$ cat src/rtl/cell_bist_ctrl_if.sv
// Handshake and CUT-facing signal bundle for cell_bist_ctrl.
// master: SoC test controller / CUT side; slave: the BIST sequencer.
interface cell_bist_ctrl_if #(
  parameter int N_IN  = 3,
  parameter int CNT_W = 8
);
  logic              start;
  logic              abort;
  logic [N_IN-1:0]   dut_in;
  logic              dut_out;
  logic              busy;
  logic              done;
  logic              pass;
  logic [CNT_W-1:0]  err_cnt;
  logic              fail_valid;
  logic [N_IN-1:0]   fail_vec;

  modport master (
    output start, abort, dut_out,
    input  dut_in, busy, done, pass, err_cnt, fail_valid, fail_vec
  );

  modport slave (
    input  start, abort, dut_out,
    output dut_in, busy, done, pass, err_cnt, fail_valid, fail_vec
  );
endinterface

$ cat src/rtl/cell_bist_ctrl.sv
// Exhaustive-vector BIST sequencer for one combinational standard cell.
// Optional macro CELL_BIST_SYNC_EN: 2-flop synchroniser on dut_out, +2 cycles per vector.
module cell_bist_ctrl #(
  parameter int                  N_IN   = 3,
  parameter logic [2**N_IN-1:0]  TRUTH  = 8'h1F,
  parameter int                  SETTLE = 4,
  parameter int                  CNT_W  = 8
) (
  input  logic               clk,
  input  logic               rst_n,
  cell_bist_ctrl_if.slave    bus
);

`ifdef CELL_BIST_SYNC_EN
  localparam int PER = SETTLE + 2;
`else
  localparam int PER = SETTLE;
`endif
  localparam int              CTR_W  = (PER > 1) ? $clog2(PER) : 1;
  localparam logic [CTR_W-1:0] RELOAD = CTR_W'(PER - 1);

  typedef enum logic [1:0] {
    IDLE = 2'd0,
    RUN  = 2'd1,
    DONE = 2'd2
  } state_t;

  state_t             state_q, state_d;
  logic [N_IN-1:0]    dut_in_q, dut_in_d;
  logic [CTR_W-1:0]   ctr_q, ctr_d;
  logic               busy_q, busy_d;
  logic               done_q, done_d;
  logic               pass_q, pass_d;
  logic [CNT_W-1:0]   err_cnt_q, err_cnt_d;
  logic               fail_valid_q, fail_valid_d;
  logic [N_IN-1:0]    fail_vec_q, fail_vec_d;
  logic               cut_bit;
  logic               mismatch;

`ifdef CELL_BIST_SYNC_EN
  logic sync1_q, sync2_q;

  always_ff @(posedge clk or negedge rst_n) begin
    if (!rst_n) begin
      sync1_q <= 1'b0;
      sync2_q <= 1'b0;
    end else begin
      sync1_q <= bus.dut_out;
      sync2_q <= sync1_q;
    end
  end

  always_comb cut_bit = sync2_q;
`else
  always_comb cut_bit = bus.dut_out;
`endif

  always_comb mismatch = (cut_bit != TRUTH[dut_in_q]);

  always_ff @(posedge clk or negedge rst_n) begin
    if (!rst_n) begin
      state_q      <= IDLE;
      dut_in_q     <= '0;
      ctr_q        <= '0;
      busy_q       <= 1'b0;
      done_q       <= 1'b0;
      pass_q       <= 1'b0;
      err_cnt_q    <= '0;
      fail_valid_q <= 1'b0;
      fail_vec_q   <= '0;
    end else begin
      state_q      <= state_d;
      dut_in_q     <= dut_in_d;
      ctr_q        <= ctr_d;
      busy_q       <= busy_d;
      done_q       <= done_d;
      pass_q       <= pass_d;
      err_cnt_q    <= err_cnt_d;
      fail_valid_q <= fail_valid_d;
      fail_vec_q   <= fail_vec_d;
    end
  end

  always_comb begin
    state_d      = state_q;
    dut_in_d     = dut_in_q;
    ctr_d        = ctr_q;
    busy_d       = busy_q;
    done_d       = 1'b0;
    pass_d       = pass_q;
    err_cnt_d    = err_cnt_q;
    fail_valid_d = fail_valid_q;
    fail_vec_d   = fail_vec_q;

    case (state_q)
      IDLE: begin
        if (bus.start && !bus.abort) begin
          state_d      = RUN;
          dut_in_d     = '0;
          ctr_d        = RELOAD;
          busy_d       = 1'b1;
          pass_d       = 1'b0;
          err_cnt_d    = '0;
          fail_valid_d = 1'b0;
          fail_vec_d   = '0;
        end
      end

      RUN: begin
        // abort discards a coincident sample, so it is tested before the counter
        if (bus.abort) begin
          state_d  = IDLE;
          busy_d   = 1'b0;
          dut_in_d = '0;
          pass_d   = 1'b0;
        end else if (ctr_q == '0) begin
          if (mismatch) begin
            if (err_cnt_q != '1) err_cnt_d = err_cnt_q + 1'b1;
            if (!fail_valid_q) begin
              fail_valid_d = 1'b1;
              fail_vec_d   = dut_in_q;
            end
          end
          if (dut_in_q != '1) begin
            dut_in_d = dut_in_q + 1'b1;
            ctr_d    = RELOAD;
          end else begin
            state_d  = DONE;
            done_d   = 1'b1;
            busy_d   = 1'b0;
            pass_d   = (err_cnt_d == '0);
            dut_in_d = '0;
          end
        end else begin
          ctr_d = ctr_q - 1'b1;
        end
      end

      DONE: state_d = IDLE;

      default: state_d = IDLE;
    endcase
  end

  assign bus.dut_in     = dut_in_q;
  assign bus.busy       = busy_q;
  assign bus.done       = done_q;
  assign bus.pass       = pass_q;
  assign bus.err_cnt    = err_cnt_q;
  assign bus.fail_valid = fail_valid_q;
  assign bus.fail_vec   = fail_vec_q;

endmodule

$ cat src/flat_wrapper.sv
// flat-port wrapper written by rule: the top's interface ports become plain ports
module cell_bist_ctrl_flat 
#(
  parameter int                  N_IN   = 3,
  parameter logic [2**N_IN-1:0]  TRUTH  = 8'h1F,
  parameter int                  SETTLE = 4,
  parameter int                  CNT_W  = 8
)
  (clk, rst_n, bus_start, bus_abort, bus_dut_out, bus_dut_in, bus_busy, bus_done, bus_pass, bus_err_cnt, bus_fail_valid, bus_fail_vec);
  cell_bist_ctrl_if #(.N_IN(N_IN), .CNT_W(CNT_W)) bus_i ();
  input  logic clk;
  input  logic rst_n;
  input wire logic [$bits(bus_i.start)-1:0] bus_start;
  input wire logic [$bits(bus_i.abort)-1:0] bus_abort;
  input wire logic [$bits(bus_i.dut_out)-1:0] bus_dut_out;
  output wire logic [$bits(bus_i.dut_in)-1:0] bus_dut_in;
  output wire logic [$bits(bus_i.busy)-1:0] bus_busy;
  output wire logic [$bits(bus_i.done)-1:0] bus_done;
  output wire logic [$bits(bus_i.pass)-1:0] bus_pass;
  output wire logic [$bits(bus_i.err_cnt)-1:0] bus_err_cnt;
  output wire logic [$bits(bus_i.fail_valid)-1:0] bus_fail_valid;
  output wire logic [$bits(bus_i.fail_vec)-1:0] bus_fail_vec;
  assign bus_i.start = bus_start;
  assign bus_i.abort = bus_abort;
  assign bus_i.dut_out = bus_dut_out;
  assign bus_dut_in = bus_i.dut_in;
  assign bus_busy = bus_i.busy;
  assign bus_done = bus_i.done;
  assign bus_pass = bus_i.pass;
  assign bus_err_cnt = bus_i.err_cnt;
  assign bus_fail_valid = bus_i.fail_valid;
  assign bus_fail_vec = bus_i.fail_vec;
  cell_bist_ctrl #(.N_IN(N_IN), .TRUTH(TRUTH), .SETTLE(SETTLE), .CNT_W(CNT_W)) u_core (.clk(clk), .rst_n(rst_n), .bus(bus_i));
endmodule
$ cat config.mk
export PLATFORM = sky130hd
export DESIGN_NAME = cell_bist_ctrl_flat
export DESIGN_NICKNAME = d
export VERILOG_FILES = /design/src/rtl/cell_bist_ctrl_if.sv /design/src/rtl/cell_bist_ctrl.sv /design/src/flat_wrapper.sv
export SDC_FILE = /design/constraint.sdc
export NUM_CORES = 1
export LEC_CHECK = 0
export BUFFER_PORTS_ARGS = -buffer_cell sky130_fd_sc_hd__buf_2
export CAP_MARGIN = 25
export CORE_MARGIN = 5
export CORE_UTILIZATION = 50
export CTS_BUF_LIST = sky130_fd_sc_hd__clkbuf_4 sky130_fd_sc_hd__clkbuf_8
export CTS_CLUSTER_DIAMETER = 30
export CTS_CLUSTER_SIZE = 25
export DETAILED_ROUTE_END_ITERATION = 10
export GPL_ROUTABILITY_DRIVEN = 0
export PLACE_DENSITY = 0.76
export SYNTH_ARGS = -nofsm -noshare
export SYNTH_HDL_FRONTEND = slang
export SYNTH_SLANG_ARGS = --single-unit
export TNS_END_PERCENT = 5
$ cat constraint.sdc
create_clock -name clk -period 1.6 [get_ports clk]
set_input_delay 0.24 -clock clk [delete_from_list [all_inputs] [get_ports clk]]
set_output_delay 0.24 -clock clk [all_outputs]
set_load 0.03 [all_outputs]
# == After elaboration in Yosys (flattened, before gate mapping) ==
# Memory sizes are Yosys's and may differ from the RTL's.
# Cells that the tools add are included.
# op_classes
n_addsub,3
magnitude_cmp,1
n_eq_ne,12
muxes,48
n_reduce_logical,13
# op_table
op,n
$mux 8,8
$mux 3,8
$mux 1,16
$mux 2,8
$pmux 8 s2,1
$pmux 3 s2,2
$reduce_and 4->1,3
$ne 3x3->1 const B,3
$add 8x1->8 const B,1
$logic_not 8->1,1
$ne 8x8->1 const B,1
$pmux 2 s2,2
$ne 2x1->1 const B,3
$pmux 1 s2,3
$reduce_and 3->1,2
$reduce_and 6->1,1
$reduce_and 5->1,1
$logic_not 2->1,2
$lt 3x4->1 const B,1
$ne 2x2->1 const B,2
$add 3x1->3 const B,1
$ne 3x2->1 const B,1
$eq 2x1->1 const B,1
$reduce_bool 2->1,1
4 further kinds,4
# word_totals
reg_bits,22
romBits,8
input_bits,5
out_inout_bits,18
word_cells,87
memories,1
# mem_list
name,depth,word_bits,rd,rd_ports_with_merged_regs,wr,line_no,source
(no name shown),8,1,1,0,0,cell_bist_ctrl.sv:58,always_comb mismatch = (cut_bit != TRUTH[dut_in_q]);

# == Logic depth before layout (Yosys ltp) ==
# logic_depth
word_depth,12
ltp_mapped,8
mapped_depth_nobuf,7

# == Worst setup path before layout ==
# OpenSTA, ideal clock, no wires.
# synth_timing
path_type,register -> register
startpoint,"register u_core.dut_in_q[0], in the netlist u_core.bus.dut_in[0]"
endpoint,"register u_core.err_cnt_q[5], in the netlist u_core.bus.err_cnt[5]"
setup_time_ns,0.122
arrival_ns,1.893
required_ns,1.478
path_slack_ns,-0.414
stages_incl_launch_ff,9
n_path_buf,1
period_less_slack_ns,2.014
cell_sequence,dfrtp_1 -> inv_1 -> ha_1 -> nand2b_1 -> xnor2_2 -> buf_2 -> nor4_1 -> o21ai_0 -> a32o_1
# synth_between
elab_chain_cells,10
# synth_lines
element,line_no,source
start: declaration,cell_bist_ctrl.sv:29,"logic [N_IN-1:0] dut_in_q, dut_in_d;"
start signal: assignment,cell_bist_ctrl.sv:73,dut_in_q <= dut_in_d;
$mem_v2 8x1,-,
$mux 1 (not written as such),cell_bist_ctrl.sv:58,
$ne 1x1->1,cell_bist_ctrl.sv:58,
$mux 8,cell_bist_ctrl.sv:117,if (mismatch) begin
$mux 8,cell_bist_ctrl.sv:116,end else if (ctr_q == '0) begin
$mux 8,cell_bist_ctrl.sv:111,if (bus.abort) begin
$mux 8,cell_bist_ctrl.sv:95,case (state_q)
$mux 8,cell_bist_ctrl.sv:116,
$mux 8,cell_bist_ctrl.sv:111,
$pmux 8 s2,cell_bist_ctrl.sv:95,
end signal: assignment,cell_bist_ctrl.sv:78,err_cnt_q <= err_cnt_d;
end: declaration,cell_bist_ctrl.sv:34,"logic [CNT_W-1:0] err_cnt_q, err_cnt_d;"
# Every way passes these cells. The select of a mux whose other input is x is not followed.
# A chain may end at the register's enable or synchronous reset.

# == Worst setup path after layout ==
# layout_timing
startpoint,"register u_core.dut_in_q[1], in the netlist u_core.bus.dut_in[1]"
endpoint,"register u_core.pass_q, in the netlist u_core.bus.pass"
# layout_between
elab_chain_cells,12
elab_cells_between_ends,15
cone_classes,eq/ne (3); mux (9); reduce/logical (2); memory (1)
# layout_lines
element,line_no,source
$mem_v2 8x1,-,
$mux 1 (not written as such),cell_bist_ctrl.sv:58,
$ne 1x1->1,cell_bist_ctrl.sv:58,
$mux 8,cell_bist_ctrl.sv:117,
$mux 8,cell_bist_ctrl.sv:116,
$mux 8,cell_bist_ctrl.sv:111,
$mux 8,cell_bist_ctrl.sv:95,
$logic_not 8->1,cell_bist_ctrl.sv:131,pass_d = (err_cnt_d == '0);
$mux 1,cell_bist_ctrl.sv:124,if (dut_in_q != '1) begin
$mux 1,cell_bist_ctrl.sv:116,
$mux 1,cell_bist_ctrl.sv:111,
$pmux 1 s2,cell_bist_ctrl.sv:95,
end signal: assignment,cell_bist_ctrl.sv:77,pass_q <= pass_d;
end: declaration,cell_bist_ctrl.sv:33,"logic pass_q, pass_d;"
# Parallel ways exist; a longest one is shown, timed or not. The select of a mux whose other input is x is not followed.

==> results.py <==
metrics = {
    "run_status": {
        "status": "complete, but fails checks",
        "violations": "setup timing",
    },
    "pwr": {
        "power.leakage_nw": 0.8726,
        "ir_worst_vdd_v": 0.0006025,
        "powerDensity_nw_per_um2": 701.4,
    },
    "synthesis": {
        "yosys_warnings": 0,
        "synth-main-ff-cell": "dfrtp_1",
        "avgSynthCellArea_sq_um": 9.321,
        "synth_async_sr_flop_share": 1.000,
        "yosysSeqAreaShare": 0.4280,
        "ys_ff_latch": 22,
        "synth_area_sq_um": 1286,
        "synthCells": 138,
        "synth-edff-count": 0,
        "syn_nets": 148,
        "synth.distinct_cells": 43,
    },
    "detailed_routing": {
        "wirelength_um": 3638,
        "drcViolationCount": 0,
        "dr.pass1.iters": 4,
        "wire_per_inst_um": 16.24,
        "routed-via-count": 1345,
        "detail_route.iter0.violations": 78,
        "routed_via_density": 6.004,
        "drt.antenna.violating_nets": 0,
    },
    "setup_path": {
        "reg2reg_slack_ns": -0.15,
        "cp-startpoint": "u_core.bus.dut_in[1]$_DFFE_PN0P_",
        "crit_path_end_kind": "flop",
        "worstSetupPathType": "flop to flop",
        "cp_max_fo": 6,
        "start_kind": "flop",
        "worst_ep_required_time_ns": 1.82,
        "cp_cell_sequence": "inv_2, ha_4, nand2b_4, xnor2_4, buf_6, or3_1, nand4_1, o31ai_2",
        "reg2regPathDepth": 8,
        "reg2reg_to": "u_core.bus.pass$_DFFE_PN0P_",
        "max_stage_delay_ns": 0.40,
        "cpMaxStageDelayCell": "dfrtp_2",
        "r2r_start": "u_core.bus.dut_in[1]$_DFFE_PN0P_",
        "endpoint": "u_core.bus.pass$_DFFE_PN0P_",
        "crit_arrival_ns": 1.98,
    },
    "placed_design": {
        "dp_slack_ns": -0.1363,
        "hpwl_um": 2530,
        "port_buffers": 22,
    },
    "hold_path": {
        "hp-start": "bus_start",
        "hold_path.class": "primary input to flop",
    },
    "timing": {
        "setup_viol": 11,
        "max_freq_mhz": 570.3,
        "layout_setup_ws_ns": -0.1535,
        "fin_crit_sh": 1.096,
        "holdWs_ns": 0.2536,
        "fin_skew_ns": 0.01012,
        "drv_slew": 0,
        "worst_slew_pin_slew_ns": 0.5080,
        "hold_viol_final": 0,
        "slew-limit-headroom": 0.6613,
        "fin_crit_ns": 1.754,
        "rsz0062_at_grt": "true",
    },
    "cells_and_area": {
        "drive_gt1_frac": 0.4588,
        "synthToLayoutAreaGrowth_pct": 43.19,
        "fin_util": 0.7434,
        "fill_cells": 180,
        "mostFrequentLayoutCells": "buf_4 (29), buf_2 (22), dfrtp_1 (17), o21ai_0 (10), a21oi_1 (9)",
        "layout.nets": 205,
        "final_common_cell": "buf_4",
        "antenna_cells": 0,
    },
    "clock_tree": {
        "insertion_delay_ns": 0.33,
        "clockBufferDepth": 2,
        "numCtsBuffers": 3,
        "clk_transition_reported_paths_ns": 0.14,
        "htreeDepth": 1,
        "cts_tree": "done",
        "cts_sinks": 22,
        "cts_root_buf": "clkbuf_4",
    },
    "grt": {
        "track_usage": 0.2122,
        "gr-total-overflow": 0,
        "grt_pass1_wl_um": 5934,
        "antenna_found_initial": 0,
        "grt_pass1_vias": 1341,
        "grt_max_degree": 23,
    },
    "die": {
        "initial_core_util": 0.5192,
        "die_y_um": 60.72,
        "fp-row-count": 18,
        "fp.dieArea_sq_um": 3687,
        "boundaryPins": 23,
        "core_area_sq_um": 2477,
        "die_w_um": 60.72,
    },
    "flow_run": {
        "cap_violations": 0,
    },
}
-- cell families after synthesis --
family / after synthesis / synth area share
buffers and inverters: 13 / 0.04085
adders and majority gates: 5 / 0.04864
xor gates and xnor gates: 2 / 0.01946
and+or+nand+nor: 46 / 0.2014
muxes: 1 / 0.008754
AOI/OAI and AO/OA: 49 / 0.2529
DFF: 22 / 0.4280
-- cell type report --
class	instances	area, sq um	share of cell area
multi-input combinational	103	778.2	0.4226
sequential	22	556.8	0.3023
timing repair buffer	56	382.9	0.2079
tap	30	37.54	0.02038
inverter	9	33.78	0.01834
clock inverter	1	30.03	0.01630
clock buffer	3	22.52	0.01223
-- routing by layer --
metal,share of wire,wire [um],global-route usage
met2,0.48,1745,0.3405
met5,0,0,0
met1,0.45,1632,0.2895
met3,0.055,199,0.02340
met4,0.017,61,0.09288
-- cells in the mapped netlist (all sizes together) (2+ instances only) --
cell type,number,share of area
nand4,2,0.015
nand2,7,0.020
nand2b,3,0.015
dfrtp,22,0.43
a21oi,12,0.050
a22o,4,0.027
ha,5,0.049
o21a,3,0.018
inv,9,0.026
buf,3,0.012
and3,3,0.015
o21ai,15,0.058
nor2,8,0.023
nor4,2,0.0097
and2,2,0.0097
nand3,7,0.027
a211oi,2,0.012
nor3,8,0.044
a31oi,2,0.0097
-- worst min-delay path by stage --
stage,cells past startpoint,to
finish,3,u_core.bus.busy$_DFFE_PN0P_
global route,3,u_core.bus.busy$_DFFE_PN0P_
CTS,3,u_core.bus.busy$_DFFE_PN0P_
detailed placement,1,u_core.ctr_q[0]$_DFFE_PN0P_
global placement,1,u_core.ctr_q[0]$_DFFE_PN0P_
floorplan,0,u_core.bus.busy$_DFFE_PN0P_
-- power breakdown --
part | leakage, nW | internal, mW | total, mW | switching [mW]
combinational | 0.559 | 0.105 | 0.246 | 0.142
sequential | 0.285 | 0.579 | 0.596 | 0.0164
clock | 0.0279 | 0.254 | 0.450 | 0.196
total | 0.873 | 0.938 | 1.29 | 0.354
-- registers in the layout (all words and copies together), names as in the netlist --
name	cells
u_core.bus.pass	1
u_core.bus.dut_in	3
u_core.ctr_q	2
u_core.bus.fail_vec	3
u_core.bus.err_cnt	8
u_core.bus.busy	1
u_core.bus.fail_valid	1
u_core.bus.done	1
u_core.state_q	2
-- metrics by stage --
stage	cell area (sq um)	std cells	TNS (ns)	total power, mW
3_5_place_dp	1677	216	-0.6310	0.8231
2_1_floorplan	1329	138	-0.8671	0.7277
6_report	1842	224	-0.9502	1.292
3_3_place_gp	1677	216	-0.2336	0.8119
5_1_grt	1842	224	-1.783	1.335
4_1_cts	1780	223	-0.5410	1.272
-- worst max-delay path: cells and delay by family (launching register included) --
kind	cells	cell delay, ns
DFF	1	0.40
buffers and inverters	2	0.19
adders and majority gates	1	0.14
AOI/OAI and AO/OA	1	0.08
and+or+nand+nor	3	0.64
xor gates and xnor gates	1	0.18
-- what timing repair did --
action                                  CTS  global route
resized for setup                         8            11
hold buffers                              1             0
hold endpoints to repair                 22             0
setup buffers                             2             1
pin swaps                                 3            11
endpoints found under the setup margin   13            16
No activity file was read; power rests on OpenSTA's default activity.
